[src/rtl/avmm_csr_master_if.sv]
// Command/response and Avalon-MM signal bundle for avmm_csr_master.
// The master modport is the block's view; the slave modport is the
// environment's view (sequencer plus CSR slave).
interface avmm_csr_master_if #(
    parameter int ADDR_W = 3,
    parameter int DATA_W = 32
);
    logic              cmd_valid;
    logic              cmd_ready;
    logic              cmd_write;
    logic [ADDR_W-1:0] cmd_addr;
    logic [DATA_W-1:0] cmd_wdata;
    logic              rsp_valid;
    logic [DATA_W-1:0] rsp_rdata;
    logic              rsp_error;
    logic              busy;
    logic [ADDR_W-1:0] avm_address;
    logic              avm_read;
    logic              avm_write;
    logic [DATA_W-1:0] avm_writedata;
    logic [DATA_W-1:0] avm_readdata;
    logic              avm_waitrequest;

    modport master (
        input  cmd_valid, cmd_write, cmd_addr, cmd_wdata, avm_readdata, avm_waitrequest,
        output cmd_ready, rsp_valid, rsp_rdata, rsp_error, busy,
               avm_address, avm_read, avm_write, avm_writedata
    );

    modport slave (
        output cmd_valid, cmd_write, cmd_addr, cmd_wdata, avm_readdata, avm_waitrequest,
        input  cmd_ready, rsp_valid, rsp_rdata, rsp_error, busy,
               avm_address, avm_read, avm_write, avm_writedata
    );
endinterface

[src/rtl/avmm_csr_master.sv]
// Single-beat Avalon-MM host for CSR slaves: one command in flight,
// waitrequest with bounded stall timeout, fixed read latency, one
// response pulse per command.
module avmm_csr_master #(
    parameter int ADDR_W       = 3,
    parameter int DATA_W       = 32,
    parameter int READ_LATENCY = 1,
    parameter int TIMEOUT      = 255
) (
    input  logic                clk,
    input  logic                reset_n,
    avmm_csr_master_if.master   bus
);
    localparam int TW = $clog2(TIMEOUT + 1);

    typedef enum logic [1:0] {IDLE, REQ, RWAIT, RESP} state_t;

    state_t            state_q, state_d;
    logic [ADDR_W-1:0] addr_q, addr_d;
    logic [DATA_W-1:0] wdata_q, wdata_d;
    logic              rd_q, rd_d;
    logic              wr_q, wr_d;
    logic              rsp_valid_q, rsp_valid_d;
    logic [DATA_W-1:0] rdata_q, rdata_d;
    logic              err_q, err_d;
    logic [TW-1:0]     tmo_q, tmo_d;
    logic [2:0]        lat_q, lat_d;

    // Everything on the bus is registered except the state decodes.
    assign bus.cmd_ready     = (state_q == IDLE);
    assign bus.busy          = (state_q != IDLE);
    assign bus.avm_address   = addr_q;
    assign bus.avm_writedata = wdata_q;
    assign bus.avm_read      = rd_q;
    assign bus.avm_write     = wr_q;
    assign bus.rsp_valid     = rsp_valid_q;
    assign bus.rsp_rdata     = rdata_q;
    assign bus.rsp_error     = err_q;

    // State and datapath registers; reset abandons any transaction.
    always_ff @(posedge clk or negedge reset_n) begin
        if (!reset_n) begin
            state_q     <= IDLE;
            addr_q      <= '0;
            wdata_q     <= '0;
            rd_q        <= 1'b0;
            wr_q        <= 1'b0;
            rsp_valid_q <= 1'b0;
            rdata_q     <= '0;
            err_q       <= 1'b0;
            tmo_q       <= '0;
            lat_q       <= '0;
        end else begin
            state_q     <= state_d;
            addr_q      <= addr_d;
            wdata_q     <= wdata_d;
            rd_q        <= rd_d;
            wr_q        <= wr_d;
            rsp_valid_q <= rsp_valid_d;
            rdata_q     <= rdata_d;
            err_q       <= err_d;
            tmo_q       <= tmo_d;
            lat_q       <= lat_d;
        end
    end

    // Next-state and registered-output decode.
    always_comb begin
        state_d     = state_q;
        addr_d      = addr_q;
        wdata_d     = wdata_q;
        rd_d        = rd_q;
        wr_d        = wr_q;
        rsp_valid_d = 1'b0;
        rdata_d     = rdata_q;
        err_d       = err_q;
        tmo_d       = tmo_q;
        lat_d       = lat_q;
        case (state_q)
            IDLE: begin
                if (bus.cmd_valid) begin
                    addr_d  = bus.cmd_addr;
                    wdata_d = bus.cmd_wdata;
                    wr_d    = bus.cmd_write;
                    rd_d    = ~bus.cmd_write;
                    tmo_d   = '0;
                    state_d = REQ;
                end
            end
            REQ: begin
                // Acceptance wins over timeout on the same edge.
                if (!bus.avm_waitrequest) begin
                    rd_d = 1'b0;
                    wr_d = 1'b0;
                    if (wr_q) begin
                        err_d       = 1'b0;
                        rsp_valid_d = 1'b1;
                        state_d     = RESP;
                    end else if (READ_LATENCY == 0) begin
                        rdata_d     = bus.avm_readdata;
                        err_d       = 1'b0;
                        rsp_valid_d = 1'b1;
                        state_d     = RESP;
                    end else begin
                        lat_d   = 3'(READ_LATENCY);
                        state_d = RWAIT;
                    end
                end else begin
                    tmo_d = tmo_q + 1'b1;
                    if (tmo_q == TW'(TIMEOUT - 1)) begin
                        rd_d        = 1'b0;
                        wr_d        = 1'b0;
                        err_d       = 1'b1;
                        rsp_valid_d = 1'b1;
                        if (rd_q) rdata_d = '0;
                        state_d     = RESP;
                    end
                end
            end
            RWAIT: begin
                // Counter reaching zero marks the readdata-valid edge.
                if (lat_q <= 3'd1) begin
                    lat_d       = '0;
                    rdata_d     = bus.avm_readdata;
                    err_d       = 1'b0;
                    rsp_valid_d = 1'b1;
                    state_d     = RESP;
                end else begin
                    lat_d = lat_q - 3'd1;
                end
            end
            RESP: state_d = IDLE;
            default: state_d = IDLE;
        endcase
    end
endmodule

[src/flat_wrapper.sv]
// flat-port wrapper written by rule: the top's interface ports become plain ports
module avmm_csr_master_flat 
#(
    parameter int ADDR_W       = 3,
    parameter int DATA_W       = 32,
    parameter int READ_LATENCY = 1,
    parameter int TIMEOUT      = 255
)
  (clk, reset_n, bus_cmd_valid, bus_cmd_write, bus_cmd_addr, bus_cmd_wdata, bus_avm_readdata, bus_avm_waitrequest, bus_cmd_ready, bus_rsp_valid, bus_rsp_rdata, bus_rsp_error, bus_busy, bus_avm_address, bus_avm_read, bus_avm_write, bus_avm_writedata);
  avmm_csr_master_if #(.ADDR_W(ADDR_W), .DATA_W(DATA_W)) bus_i ();
  input  logic clk;
  input  logic reset_n;
  input wire logic [$bits(bus_i.cmd_valid)-1:0] bus_cmd_valid;
  input wire logic [$bits(bus_i.cmd_write)-1:0] bus_cmd_write;
  input wire logic [$bits(bus_i.cmd_addr)-1:0] bus_cmd_addr;
  input wire logic [$bits(bus_i.cmd_wdata)-1:0] bus_cmd_wdata;
  input wire logic [$bits(bus_i.avm_readdata)-1:0] bus_avm_readdata;
  input wire logic [$bits(bus_i.avm_waitrequest)-1:0] bus_avm_waitrequest;
  output wire logic [$bits(bus_i.cmd_ready)-1:0] bus_cmd_ready;
  output wire logic [$bits(bus_i.rsp_valid)-1:0] bus_rsp_valid;
  output wire logic [$bits(bus_i.rsp_rdata)-1:0] bus_rsp_rdata;
  output wire logic [$bits(bus_i.rsp_error)-1:0] bus_rsp_error;
  output wire logic [$bits(bus_i.busy)-1:0] bus_busy;
  output wire logic [$bits(bus_i.avm_address)-1:0] bus_avm_address;
  output wire logic [$bits(bus_i.avm_read)-1:0] bus_avm_read;
  output wire logic [$bits(bus_i.avm_write)-1:0] bus_avm_write;
  output wire logic [$bits(bus_i.avm_writedata)-1:0] bus_avm_writedata;
  assign bus_i.cmd_valid = bus_cmd_valid;
  assign bus_i.cmd_write = bus_cmd_write;
  assign bus_i.cmd_addr = bus_cmd_addr;
  assign bus_i.cmd_wdata = bus_cmd_wdata;
  assign bus_i.avm_readdata = bus_avm_readdata;
  assign bus_i.avm_waitrequest = bus_avm_waitrequest;
  assign bus_cmd_ready = bus_i.cmd_ready;
  assign bus_rsp_valid = bus_i.rsp_valid;
  assign bus_rsp_rdata = bus_i.rsp_rdata;
  assign bus_rsp_error = bus_i.rsp_error;
  assign bus_busy = bus_i.busy;
  assign bus_avm_address = bus_i.avm_address;
  assign bus_avm_read = bus_i.avm_read;
  assign bus_avm_write = bus_i.avm_write;
  assign bus_avm_writedata = bus_i.avm_writedata;
  avmm_csr_master #(.ADDR_W(ADDR_W), .DATA_W(DATA_W), .READ_LATENCY(READ_LATENCY), .TIMEOUT(TIMEOUT)) u_core (.clk(clk), .reset_n(reset_n), .bus(bus_i));
endmodule
[config.mk]
export PLATFORM = sky130hd
export DESIGN_NAME = avmm_csr_master_flat
export DESIGN_NICKNAME = d
export VERILOG_FILES = /design/src/rtl/avmm_csr_master_if.sv /design/src/rtl/avmm_csr_master.sv /design/src/flat_wrapper.sv
export SDC_FILE = /design/constraint.sdc
export NUM_CORES = 1
export LEC_CHECK = 0
export CAP_MARGIN = 25
export CORE_MARGIN = 3
export CORE_UTILIZATION = 43
export CTS_CLUSTER_DIAMETER = 40
export DETAILED_ROUTE_END_ITERATION = 8
export PLACE_DENSITY = 0.77
export SLEW_MARGIN = 20
export SYNTH_ARGS = -nofsm -noshare
export SYNTH_HDL_FRONTEND = slang
export SYNTH_SLANG_ARGS = --single-unit
[constraint.sdc]
create_clock -name clk -period 1.89 [get_ports clk]
set_input_delay 0.378 -clock clk [delete_from_list [all_inputs] [get_ports clk]]
set_output_delay 0.378 -clock clk [all_outputs]
set_load 0.005 [all_outputs]
==> run summary, run 1 <==
Reg-to-reg slack, setup - 0.13 ns
Critical-path cell list - inv_2 -> ha_4 -> inv_1 -> dlygate4sd2_1
Worst EP arrival - 1.39 ns
Die ar. - 0.00937 mm^2
Antenna violations before repair - 0
Dominant cells by area after synthesis - dfrtp_1, mux2_2, a22o_1
Detailed placement HPWL - 6370 um
Max-slew violation count - 0
Critical Path RT - 1.51 ns
H-tree lvl count - 3
Ys flop type - dfrtp_1
Ports - 145
Worst-Margin Slew - 0.471 ns
Critical path endpoint - bus_busy
Count of cell types in the netlist - 39
Setup WS pre-CTS - -0.0978 ns
Largest net degree at the start of global routing - 39
Port-buffer cells - 144
Reg2reg path depth - 8
Row cnt - 32
Sequential share of the synthesized area - 0.593
EDFF count, synth - 0
Detailed-route wire length per cell - 16.5 um
Critical Path Sink Type - primary output
Type of the worst setup path - reg -> out
Post-layout util - 0.696
Clock Skew - 0.0108 ns
Most instantiated library cell after synthesis - dfrtp_1
Total Nets Final - 502
DR DRC count - 0
Cts bufs inserted - 9
Grt total ovfl - 0
VDD IR-drop max - 0.000893 V
Vias in the first global route - 2849
Post-DRT Antenna Nets - 0
Share of cells above drive strength 1 - 0.188
CTS tree - done
Die Width - 96.8 um
Synth Warn # - 0
Mapped Nets - 342
#FFs+latches synth - 84
RR Endpoint - u_core.bus.rsp_rdata[13]
First-pass iteration count of the detailed router - 4
Clock period minus worst slack - 1.77 ns
Slowest cell on crit path - dfrtp_1
Hold Path Class - reg -> reg
Post-Syn Instances - 262
Leak - 2.38 nW
Worst setup SP type - flip-flop
Avg Inst Size Synth - 13.5 um^2
Setup Viol. Count Final - 0
Final Worst Setup Slack - 0.119 ns
Diodes inserted - 0
Post-Syn Area - 0.00355 mm^2
Vias post-DR - 2735
Gpl congestion - 0.843
Final Hold Viols - 0
Power Density - 1470 mW/mm^2
Unrepaired setup endpoints after global routing - false
Status - complete, no violations
First-pass GRT wire length - 14300 um
Starting Density - 0.452
Tot GR Track Use - 0.190
Top cells by instance count after synthesis - dfrtp_1, mux2_2, a22o_1, inv_1, nor2_1
Max Root-Sink Buffers - 2
Post-synth top area share - 0.593
Synthesis-to-finish area growth - 54.0%
Clock transition at path regs - 0.08 ns
Peak Freq - 565 MHz
Clock Latency Late Sink - 0.35 ns
Final worst-path cycle share - 0.937
Root cell of the clock tree - clkbuf_8
DR iter-0 viols - 75
Die height - 96.8 um
CTS sink cnt - 84
Core area - 0.00785 mm^2
Area leader, netlist - dfrtp_1
CP Max Fanout - 7
Final wirelength - 8710 um
Max cap viols - 0
Max incr delay on CP - 0.43 ns
# fillers - 590
WHS - 0.506 ns
Vias per cell - 5.18
Post-synthesis async set-or-reset flop share - 1.00
Headroom to the max-slew limit - 0.686
RR Startpoint - u_core.state_q[0]
CP startpoint - u_core.state_q[0]
-- metrics by stage --
step	TNS [ns]	instance area, um^2	instances	power (mW)
floorplan	0	3550	262	4.54
global placement	-0.667	5140	508	6.27
detailed placement	-2.50	5140	508	6.42
CTS	0	5420	526	8.03
global route	0	5460	528	8.55
finish	0	5460	528	8.03
-- critical path, delay by kind of cell (launching register included) --
family	cells	cell delay, ns
flops	1	0.43
buf+inv	3	0.43
fa+ha+maj	1	0.18
-- placed cells by master (no fill, tap or decap), types with 2 or more instances in the layout --
master / instances
clkdlybuf4s50_1: 141
dfrtp_1: 84
mux2_2: 37
a22o_1: 32
buf_4: 15
clkbuf_8: 10
nor2_1: 9
inv_1: 8
nand2_1: 8
o21ai_0: 6
xnor2_1: 6
nor2b_1: 5
ha_1: 5
nand3_1: 4
a21oi_1: 4
nor4_1: 4
buf_12: 4
nand4_1: 3
a21o_1: 3
bufinv_16: 3
inv_2: 2
o21bai_1: 2
nor3_1: 2
nand3b_1: 2
ha_4: 2
dlygate4sd2_1: 2
-- where the power goes --
| group | total (mW) | switching (mW) | internal (mW) |
|---|---|---|---|
| combinational | 3.62 | 1.34 | 2.28 |
| sequential | 2.88 | 0.405 | 2.48 |
| clock | 1.52 | 0.611 | 0.907 |
-- sequential cells by signal, summed over array words and instances, names as in the netlist --
signal	cells
u_core.lat_q	3
u_core.state_q	2
u_core.bus.avm_address	3
u_core.tmo_q	8
u_core.bus.avm_write	1
u_core.bus.avm_writedata	32
u_core.bus.rsp_error	1
u_core.bus.avm_read	1
u_core.bus.rsp_rdata	32
u_core.bus.rsp_valid	1
-- per-layer routing --
layer  GRT usage  vias to the layer above  wire length, um
met4      0.0745                        0              138
li1            -                     1275                -
met2       0.330                      103             4560
met5           0                        -                0
met3      0.0404                       11              502
met1       0.231                     1346             3510
-- kinds of logic (layout without fill, tap and decap cells) --
| kind of cell | count (synthesis) | after routing | share of synthesized area |
|---|---|---|---|
| compound gates | 57 | 57 | 0.129 |
| xor+xnor | 6 | 6 | 0.0148 |
| fa+ha+maj | 8 | 8 | 0.0282 |
| buf+inv | 24 | 188 | 0.0452 |
| flops | 84 | 84 | 0.593 |
| mux | 39 | 39 | 0.123 |
| simple gates | 44 | 44 | 0.0667 |
-- what timing repair did --
item                                    CTS  global route
endpoints found under the setup margin    2            38
hold buffers                              1             0
endpoints found under the hold margin    36             0
setup buffers                             2             2
pin swaps                                 0             1
resized for setup                         6             6
-- how the worst min path moves through the flow --
stage                                            start                      endpoint  cells past startpoint
final                     u_core.bus.avm_writedata[27]  u_core.bus.avm_writedata[27]                      1
after global routing      u_core.bus.avm_writedata[12]  u_core.bus.avm_writedata[12]                      1
after CTS                                      reset_n  u_core.bus.avm_writedata[16]                      2
after detailed placement                       reset_n  u_core.bus.avm_writedata[16]                      1
after global placement                         reset_n  u_core.bus.avm_writedata[16]                      1
after floorplan                                reset_n     u_core.bus.avm_address[0]                      0
-- cell type report --
class	count	area, um^2	share of cell area
Clock buffer	11	141	0.0259
Clock inverter	4	97.6	0.0179
Inverter	10	37.5	0.00687
Multi-Input combinational cell	154	1320	0.242
Sequential cell	84	2100	0.385
Tap cell	102	128	0.0234
Timing Repair Buffer	163	1630	0.299
(Power assumes the default switching activity.)
==> run 2, diff against run 1 <==
REMOVE_ABC_BUFFERS = 1   (was not set)
==> run 2 against run 1 <==
Net effect:
- sequential share of layout area increased by 0.69 points
- wire length decreased by 1.1%
- sequential cell count unchanged
- non-clock buffer count decreased by 5
- largest power group unchanged
==> run summary, run 2 (synthesis results as in run 1) <==
Status - complete, no violations
Final Instance Count excl. Fillers - 524
Worst-Margin Slew - 0.405 ns
Max Root-Sink Buffers - 2
Combinational cell fraction of total power - 0.456
Detailed placement HPWL - 6280 um
Total Nets Final - 497
Post-Place Cells - 506
Hold Path Class - in -> async
Final wirelength - 8610 um
Critical Path RT - 1.51 ns
Final worst-path cycle share - 0.939
Peak Freq - 563 MHz
Critical-path cell list - inv_1 -> ha_4 -> inv_1 -> dlygate4sd2_1
Headroom to the max-slew limit - 0.730
Share of cells above drive strength 1 - 0.175
CTS tree - done
Max-slew violation count - 0
Post-DRT Antenna Nets - 0
Vias in the first global route - 2811
Worst EP arrival - 1.40 ns
Largest net degree at the start of global routing - 57
Setup Viol. Count Final - 0
Clock period minus worst slack - 1.78 ns
Core area - 0.00785 mm^2
Antenna violations before repair - 0
Type of the worst setup path - reg -> out
Most frequent cells in the layout - clkdlybuf4s50_1, dfrtp_1, mux2_2
Gpl congestion - 0.784
DR iter-0 viols - 73
Port-buffer cells - 144
Power Density - 1440 mW/mm^2
Clock Latency Late Sink - 0.36 ns
Post-layout util - 0.684
Switching portion of total power - 0.309
CP Max Fanout - 9
Leak - 2.33 nW
Cts bufs inserted - 9
CTS sink cnt - 84
Internal - 5.33 mW
First-pass iteration count of the detailed router - 4
Clock transition at path regs - 0.08 ns
Slowest cell on crit path - dfrtp_1
Commonest non-fill, non-tap cell in the layout - clkdlybuf4s50_1
Vias per cell - 5.08
First-pass GRT wire length - 14200 um
Die Width - 96.8 um
Die height - 96.8 um
H-tree lvl count - 3
Reg2reg path depth - 7
DR DRC count - 0
Die ar. - 0.00937 mm^2
Tot GR Track Use - 0.187
Reg power frac - 0.374
Unrepaired setup endpoints after global routing - false
# fillers - 599
Worst setup SP type - flip-flop
Root cell of the clock tree - clkbuf_8
Row cnt - 32
Ports - 145
Max incr delay on CP - 0.39 ns
Most used cell, CP - inv_1
Diodes inserted - 0
Grt total ovfl - 0
Critical Path Sink Type - primary output
Final Hold Viols - 0
Max cap viols - 0
Vias post-DR - 2662
Detailed-route wire length per cell - 16.4 um
Clock power share - 0.171
Starting Density - 0.452
VDD IR-drop max - 0.000580 V
Synthesis-to-finish area growth - 51.3%
Clock Skew - 0.00978 ns
Net Switching - 2.39 mW
WHS - 0.483 ns
==> run 2: final cells by class <==
cell class                 count  area, um^2  area share
inverter                      10        37.5     0.00700
tap                          102         128      0.0238
sequential                    84        2100       0.392
timing repair buffer         158        1580       0.295
clock inverter                 6        70.1      0.0131
multi-input combinational    154        1310       0.244
clock buffer                  10         138      0.0257
==> run 2: critical path, delay by kind of cell, from the launching register on <==
kind	cells	cell delay, ns
buffers and inverters	3	0.46
DFF	1	0.39
adders and majority gates	1	0.20
==> run 2: power groups by stage <==
stage	logic (mW)	clock network [mW]	registers (mW)
after floorplan	1.50	0	2.92
after global placement	3.37	0	2.89
after detailed placement	3.48	0	2.91
after CTS	3.53	1.35	2.89
after global routing	3.82	1.42	2.98
final	3.52	1.32	2.89
==> run 2: final timing paths <==
path / to / slack, ns / from
worst max-delay path: bus_busy / 0.11 / u_core.state_q[0]
max in group asynchronous: u_core.bus.avm_writedata[30] / 0.80 / reset_n
worst max register to register: u_core.state_q[1] / 0.14 / u_core.state_q[0]
worst min-delay path: u_core.tmo_q[1] / 0.48 / reset_n
worst min register to register: u_core.bus.avm_writedata[4] / 0.51 / u_core.bus.avm_writedata[4]
min in group clk: u_core.bus.avm_writedata[4] / 0.51 / u_core.bus.avm_writedata[4]
==> run 2: stage by stage <==
stage / worst slack (ns) / setup TNS (ns) / total power, mW / cell area, um^2
final: 0.115 / 0 / 7.72 / 5360
after CTS: 0.0685 / 0 / 7.77 / 5350
after detailed placement: -0.0531 / -0.189 / 6.39 / 5120
after floorplan: -0.316 / -19.39 / 4.41 / 3420
after global placement: 0.00444 / 0 / 6.26 / 5120
after global routing: 0.0266 / 0 / 8.22 / 5360
==> run 2: per-layer routing <==
layer	up-vias	routed length, um	share of wire	GRT usage
met4	0	178	0.021	0.0713
met5	-	0	0	0
met1	1272	3640	0.42	0.240
met2	117	4220	0.49	0.304
met3	13	581	0.067	0.0512
li1	1260	-	-	-
==> run 2: timing repair <==
item	4_1_cts	5_1_grt
hold endpoints to repair	28	0
gates resized for setup	5	2
setup buffers	1	0
pin swaps	1	0
setup endpoints to repair	2	12
hold buffers	1	0
